File: src/rtl/tetris_field_engine.sv
// Playfield engine for the LED-matrix Tetris game: holds the locked-block
// bitmap and runs collision check, lock, line clear and level bookkeeping
// as a command/response FSM, plus a registered row readout for the display.
module tetris_field_engine #(
  parameter int COLS            = 8,
  parameter int ROWS            = 8,
  parameter int LINES_PER_LEVEL = 3,
  parameter int MAX_LEVEL       = 9,
  parameter int LEVEL_W         = 4
) (
  input  logic               CLK,
  input  logic               RST,
  input  logic               cmd_valid,
  output logic               cmd_ready,
  input  logic [1:0]         cmd_op,
  input  logic [15:0]        piece_mask,
  input  logic [5:0]         piece_x,
  input  logic [5:0]         piece_y,
  output logic               rsp_valid,
  output logic               rsp_hit,
  output logic [2:0]         lines_cleared,
  output logic [LEVEL_W-1:0] level,
  output logic               level_up,
  output logic               game_over,
  input  logic [3:0]         rd_row,
  output logic [COLS-1:0]    rd_data
);

  typedef enum logic [2:0] {IDLE, CHK, WRITE, SCAN, CLR, RSP} state_t;
  typedef logic [ROWS-1:0][COLS-1:0] field_t;

  state_t             state_q, state_d;
  field_t             field_q, field_d;
  logic [15:0]        mask_q, mask_d;
  logic [5:0]         x_q, x_d, y_q, y_d;
  logic               lock_q, lock_d;
  logic [1:0]         cnt_q, cnt_d;
  logic [4:0]         ptr_q, ptr_d;
  logic               hit_q, hit_d;
  logic [2:0]         lines_q, lines_d;
  logic [7:0]         lineCnt_q, lineCnt_d;
  logic [LEVEL_W-1:0] level_q, level_d;
  logic               lvlUp_q, lvlUp_d;
  logic               gameOver_q, gameOver_d;
  logic [COLS-1:0]    rdData_q;

  logic [6:0]      chkRow, wrRow;
  logic [3:0]      chkNib, wrNib;
  logic [COLS-1:0] wrBits, scanRow;
  logic            rowHit, overTop;
  field_t          writeField, shiftField, downField;

  // Field columns covered by one 4-cell mask row placed at signed column px.
  function automatic logic [COLS-1:0] pieceRow(input logic [3:0] nib, input logic [5:0] px);
    logic [6:0] col;
    pieceRow = '0;
    for (int c = 0; c < 4; c++) begin
      col = {px[5], px} + 7'(c);
      for (int fc = 0; fc < COLS; fc++)
        if (nib[c] && (col == 7'(fc))) pieceRow[fc] = 1'b1;
    end
  endfunction

  // An occupied cell left of column 0 reads as a huge unsigned value, so a
  // single unsigned compare catches both side walls.
  function automatic logic colOut(input logic [3:0] nib, input logic [5:0] px);
    logic [6:0] col;
    colOut = 1'b0;
    for (int c = 0; c < 4; c++) begin
      col = {px[5], px} + 7'(c);
      if (nib[c] && (col >= 7'(COLS))) colOut = 1'b1;
    end
  endfunction

  // Row lookup that yields an empty row for anything outside the field.
  function automatic logic [COLS-1:0] rowAt(input field_t f, input logic [6:0] rs);
    rowAt = '0;
    for (int r = 0; r < ROWS; r++)
      if (rs == 7'(r)) rowAt = f[r];
  endfunction

  assign downField = {{COLS{1'b0}}, field_q[ROWS-1:1]};

  // Datapath helpers: per-row collision, full-piece write image and row shift.
  always_comb begin
    chkRow = {y_q[5], y_q} + {5'd0, cnt_q};
    chkNib = mask_q[{cnt_q, 2'b00} +: 4];
    rowHit = ((|chkNib) && chkRow[6]) || colOut(chkNib, x_q) ||
             (|(pieceRow(chkNib, x_q) & rowAt(field_q, chkRow)));
    writeField = field_q;
    overTop    = 1'b0;
    wrRow      = '0;
    wrNib      = '0;
    wrBits     = '0;
    for (int r = 0; r < 4; r++) begin
      wrRow  = {y_q[5], y_q} + 7'(r);
      wrNib  = mask_q[r*4 +: 4];
      wrBits = pieceRow(wrNib, x_q);
      for (int fr = 0; fr < ROWS; fr++)
        if (wrRow == 7'(fr)) writeField[fr] = writeField[fr] | wrBits;
      if ((|wrNib) && !wrRow[6] && (wrRow >= 7'(ROWS))) overTop = 1'b1;
    end
    scanRow    = rowAt(field_q, {2'b00, ptr_q});
    shiftField = field_q;
    for (int k = 0; k < ROWS; k++)
      if (5'(k) >= ptr_q) shiftField[k] = downField[k];
  end

  // Command FSM: accept, check rows, write, scan/clear, respond.
  always_comb begin
    state_d    = state_q;
    field_d    = field_q;
    mask_d     = mask_q;
    x_d        = x_q;
    y_d        = y_q;
    lock_d     = lock_q;
    cnt_d      = cnt_q;
    ptr_d      = ptr_q;
    hit_d      = hit_q;
    lines_d    = lines_q;
    lineCnt_d  = lineCnt_q;
    level_d    = level_q;
    lvlUp_d    = lvlUp_q;
    gameOver_d = gameOver_q;
    case (state_q)
      IDLE, RSP: begin
        if (state_q == RSP) state_d = IDLE;
        if (cmd_valid) begin
          mask_d  = piece_mask;
          x_d     = piece_x;
          y_d     = piece_y;
          lock_d  = (cmd_op == 2'd1);
          cnt_d   = '0;
          ptr_d   = '0;
          hit_d   = 1'b0;
          lines_d = '0;
          lvlUp_d = 1'b0;
          state_d = (cmd_op == 2'd2) ? CLR : CHK;
        end
      end
      CHK: begin
        hit_d = hit_q | rowHit;
        cnt_d = cnt_q + 2'd1;
        if (cnt_q == 2'd3) begin
          if (lock_q && !(hit_q || rowHit) && !gameOver_q) begin
            state_d = WRITE;
          end else begin
            if (lock_q) hit_d = 1'b1;
            state_d = RSP;
          end
        end
      end
      WRITE: begin
        field_d = writeField;
        if (overTop) gameOver_d = 1'b1;
        ptr_d   = '0;
        state_d = SCAN;
      end
      SCAN: begin
        if (&scanRow) begin
          field_d = shiftField;
          lines_d = lines_q + 3'd1;
          if (lineCnt_q == 8'(LINES_PER_LEVEL - 1)) begin
            lineCnt_d = '0;
            if (level_q < LEVEL_W'(MAX_LEVEL)) begin
              level_d = level_q + 1'b1;
              lvlUp_d = 1'b1;
            end
          end else begin
            lineCnt_d = lineCnt_q + 8'd1;
          end
        end else if (ptr_q == 5'(ROWS - 1)) begin
          state_d = RSP;
        end else begin
          ptr_d = ptr_q + 5'd1;
        end
      end
      CLR: begin
        cnt_d = cnt_q + 2'd1;
        if (cnt_q == 2'd1) begin
          field_d    = '0;
          gameOver_d = 1'b0;
          level_d    = '0;
          lineCnt_d  = '0;
          state_d    = RSP;
        end
      end
      default: state_d = IDLE;
    endcase
  end

  // State registers; reset wipes the field and aborts any command in flight.
  always_ff @(posedge CLK or posedge RST) begin
    if (RST) begin
      state_q    <= IDLE;
      field_q    <= '0;
      mask_q     <= '0;
      x_q        <= '0;
      y_q        <= '0;
      lock_q     <= 1'b0;
      cnt_q      <= '0;
      ptr_q      <= '0;
      hit_q      <= 1'b0;
      lines_q    <= '0;
      lineCnt_q  <= '0;
      level_q    <= '0;
      lvlUp_q    <= 1'b0;
      gameOver_q <= 1'b0;
    end else begin
      state_q    <= state_d;
      field_q    <= field_d;
      mask_q     <= mask_d;
      x_q        <= x_d;
      y_q        <= y_d;
      lock_q     <= lock_d;
      cnt_q      <= cnt_d;
      ptr_q      <= ptr_d;
      hit_q      <= hit_d;
      lines_q    <= lines_d;
      lineCnt_q  <= lineCnt_d;
      level_q    <= level_d;
      lvlUp_q    <= lvlUp_d;
      gameOver_q <= gameOver_d;
    end
  end

  // Registered display readout; rows beyond the field read as empty.
  always_ff @(posedge CLK or posedge RST) begin
    if (RST) rdData_q <= '0;
    else     rdData_q <= rowAt(field_q, {3'b000, rd_row});
  end

  assign cmd_ready     = (state_q == IDLE) || (state_q == RSP);
  assign rsp_valid     = (state_q == RSP);
  assign rsp_hit       = rsp_valid & hit_q;
  assign lines_cleared = rsp_valid ? lines_q : 3'd0;
  assign level_up      = rsp_valid & lvlUp_q;
  assign level         = level_q;
  assign game_over     = gameOver_q;
  assign rd_data       = rdData_q;

endmodule
File: config.mk
export PLATFORM = sky130hd
export DESIGN_NAME = tetris_field_engine
export DESIGN_NICKNAME = d
export VERILOG_FILES = /design/src/rtl/tetris_field_engine.sv
export SDC_FILE = /design/constraint.sdc
export NUM_CORES = 1
export LEC_CHECK = 0
export ABC_CLOCK_PERIOD_IN_PS = 3900
export CORE_MARGIN = 4
export CORE_UTILIZATION = 34
export DETAILED_ROUTE_END_ITERATION = 16
export PLACE_DENSITY_LB_ADDON = 0.1
export SYNTH_ARGS = -nofsm -noshare
export SYNTH_HDL_FRONTEND = slang
export SYNTH_SLANG_ARGS = --single-unit
File: constraint.sdc
create_clock -name CLK -period 3.9 [get_ports CLK]
set_input_delay 0.39 -clock CLK [delete_from_list [all_inputs] [get_ports CLK]]
set_output_delay 0.39 -clock CLK [all_outputs]
set_load 0.02 [all_outputs]
==> metrics.yaml <==
status: "finished clean"
root_buffer: "clkbuf_16"
crit-reg2reg-capture: "downField[51]"
timing.rr.start: "x_q[2]"
vdd_drop_max_uv: 470
drv_cap: 0
start_kind: "register"
place_ws_ps: 223
die-area_mm2: 0.0364
initial_core_util: 0.347
cts_tree: "done"
hpwl_um: 39500
grt_pass1_wl_um: 81500
cp-end-kind: "register"
synth-seq-area-share: 0.284
final_max_slew_viol_count: 0
yosys_most_used_dff: "dfrtp_1"
synth_largest_area_cell: "dfrtp_1"
synthTopCellsByArea: "dfrtp_1, nand2_1, mux4_2"
routed_via_density: 6.80
synth_top_area_frac: 0.284
clock-sinks: 129
crit_slowest_cell: "nor4_1"
path_clk_slew_ps: 60
timing.final.crit_share: 0.950
area_growth_pct: 17.7
powerDensity_mw_per_mm2: 675
gp_congestion: 1.01
min_path_type: "input pin to asynchronous set/reset pin"
avgSynthCellArea_um2: 8.28
antenna_found_initial: 0
die_y_um: 191
diodes: 0
worstPathArrival_ps: 4080
final_layout_size_suffix_gt1_frac: 0.150
nFillCells: 3381
hold_viol_final: 0
crit_start: "x_q[2]"
wirelength_um: 54700
vias: 12900
row_count: 66
die_width_um: 191
grt_max_degree: 56
total_power_mw: 9.02
grt_pass1_vias: 12200
synth_edf_count: 0
max_freq_mhz: 270
wl_per_cell_um: 28.9
track_usage: 0.297
crit_required_ps: 4280
cts_hold_buf: 0
crit_path_cell_trace: "ha_1 > a21oi_1 > mux2i_1 > nor4_1 > a221o_1 > a22o_1 > a221o_1 > a21oi_1 > nor2_1"
yosys_warnings: 0
yosysUniqueCellTypes: 93
clock_skew_ps: 15.3
cts_htree_levels: 4
synth-seq-cells: 129
crit_type: "register to register"
drc: 0
nets: 1493
p_leak_nw: 5.18
dp.cells: 1862
finalSetupTns_ps: 0
fin_cells: 1893
netlist_area_mm2: 0.0114
worst_pin_slew_ps: 1370
rsz0062_at_grt: "false"
relSlewSlack: 0.0796
design.core.area_mm2: 0.0328
numCtsBuffers: 17
min_period_ps: 3700
r2r_slack_ps: 200
overflow: 0
max_stage_delay_ps: 1050
port_buffers: 56
final-setup-viol-count: 0
clock_path_buffers: 2
firstDrtPassIters: 6
path_max_fanout: 8
drt_iter0_markers: 2142
postRouteAntennaNets: 0
synth.net_count: 1426
worstRegToRegCells: 9
netlist_instances: 1372
async_reset_ff_frac: 1.00
worstSkewPairLatency_ps: 460
io_pins: 57
setup_ws_ps: 197
cells by family (layout without fill, tap and decap cells):
logic type,after synthesis,after routing,synth area share
compound gates,509,509,0.329
xor+xnor,9,9,0.00694
fa+ha+maj,17,17,0.0194
buf+inv,130,209,0.0472
flops,129,129,0.284
mux,82,82,0.100
simple gates,496,496,0.213
cells in the final DEF, fill, tap and decap left out, types with 25 or more instances in the layout:
master,instances
nor3_1,37
nor2_1,105
a222oi_1,32
a221oi_1,40
inv_1,29
mux2i_1,25
mux2_2,34
nand2_1,171
o21ai_0,87
a211oi_1,34
nand3_1,42
clkdlybuf4s50_1,56
a22oi_1,26
dfrtp_1,129
a22o_1,27
buf_4,90
a21oi_1,87
where the power goes:
part	internal (mW)	leakage (nW)	total (mW)	switching [mW]
sequential	1.60	1.73	2.31	0.702
clock	0.967	0.282	1.68	0.718
combinational	1.70	3.17	5.03	3.33
worst max-delay path: cells and delay by family (launching register included):
kind	cells	cell delay [ps]
adders and majority gates	1	300
and+or+nand+nor	2	1170
DFF	1	470
muxes	1	220
AOI/OAI and AO/OA	5	1460
cells in the mapped netlist, drive strengths merged (4+ instances only):
library cell,number
o31ai,6
a21oi,91
nor2,107
o21ai,92
nand3,43
mux2,35
mux2i,25
a21o,9
a32oi,10
o211ai,23
a22o,27
o21a,5
or3,8
a211oi,35
nand2b,15
o2111ai,10
o2bb2ai,7
o211a,4
a221oi,42
inv,31
xor2,6
dfrtp,129
ha,16
or4,4
mux4,22
nor3,37
a222oi,32
and3,7
a221o,20
a22oi,26
o22ai,16
nor2b,11
or2,8
nand2,172
o221ai,8
nor4b,11
a21boi,5
and2,21
nor4,13
nand4,19
nand3b,6
buf,29
a211o,4
clkbuf,70
a31oi,13
registers in the layout, indices dropped and copies added (netlist names):
name       count
x_q            6
game_over      1
field_q        8
rd_data        8
downField     56
lvlUp_q        1
state_q        3
mask_q        16
lineCnt_q      8
hit_q          1
ptr_q          5
lines_q        3
lock_q         1
cnt_q          2
level          4
y_q            6
per-stage QoR:
stage	hold slack (ps)	utilization	area, um^2
finish	320	0.408	13400
global route	351	0.408	13400
CTS	328	0.407	13400
detailed placement	467	0.389	12800
global placement	463	0.389	12800
floorplan	437	-	11400
worst max-delay path by stage:
| stage | end | slack, ps | depth (start not counted) |
|---|---|---|---|
| 6_report | downField[51] | 200 | 9 |
| 5_1_grt | downField[51] | 30 | 9 |
| 4_1_cts | downField[15] | 190 | 8 |
| 3_5_place_dp | field_q[5] | 220 | 10 |
| 3_3_place_gp | field_q[2] | 290 | 10 |
| 2_1_floorplan | cnt_q[0] | 70 | 1 |
final cells by class:
type / count / area, um^2 / share of cell area
inverters: 31 / 121 / 0.00908
flip-flops and latches: 129 / 3230 / 0.241
clock buffers: 18 / 439 / 0.0328
multi-input cells: 1113 / 7620 / 0.570
repair buffers: 147 / 1260 / 0.0940
clock inverters: 13 / 151 / 0.0113
well taps: 442 / 553 / 0.0414
what timing repair did:
item,CTS,global route
gates resized for setup,0,2
endpoints found under the setup margin,0,9
setup buffers,0,0
metal layers:
metal / track usage / vias up / wire [um]
met5: 0 / - / 0
met4: 0.127 / 0 / 2850
met3: 0.0769 / 173 / 6210
met2: 0.449 / 933 / 23500
met1: 0.404 / 6240 / 22100
li1: - / 5524 / -
(Power assumes the default switching activity.)
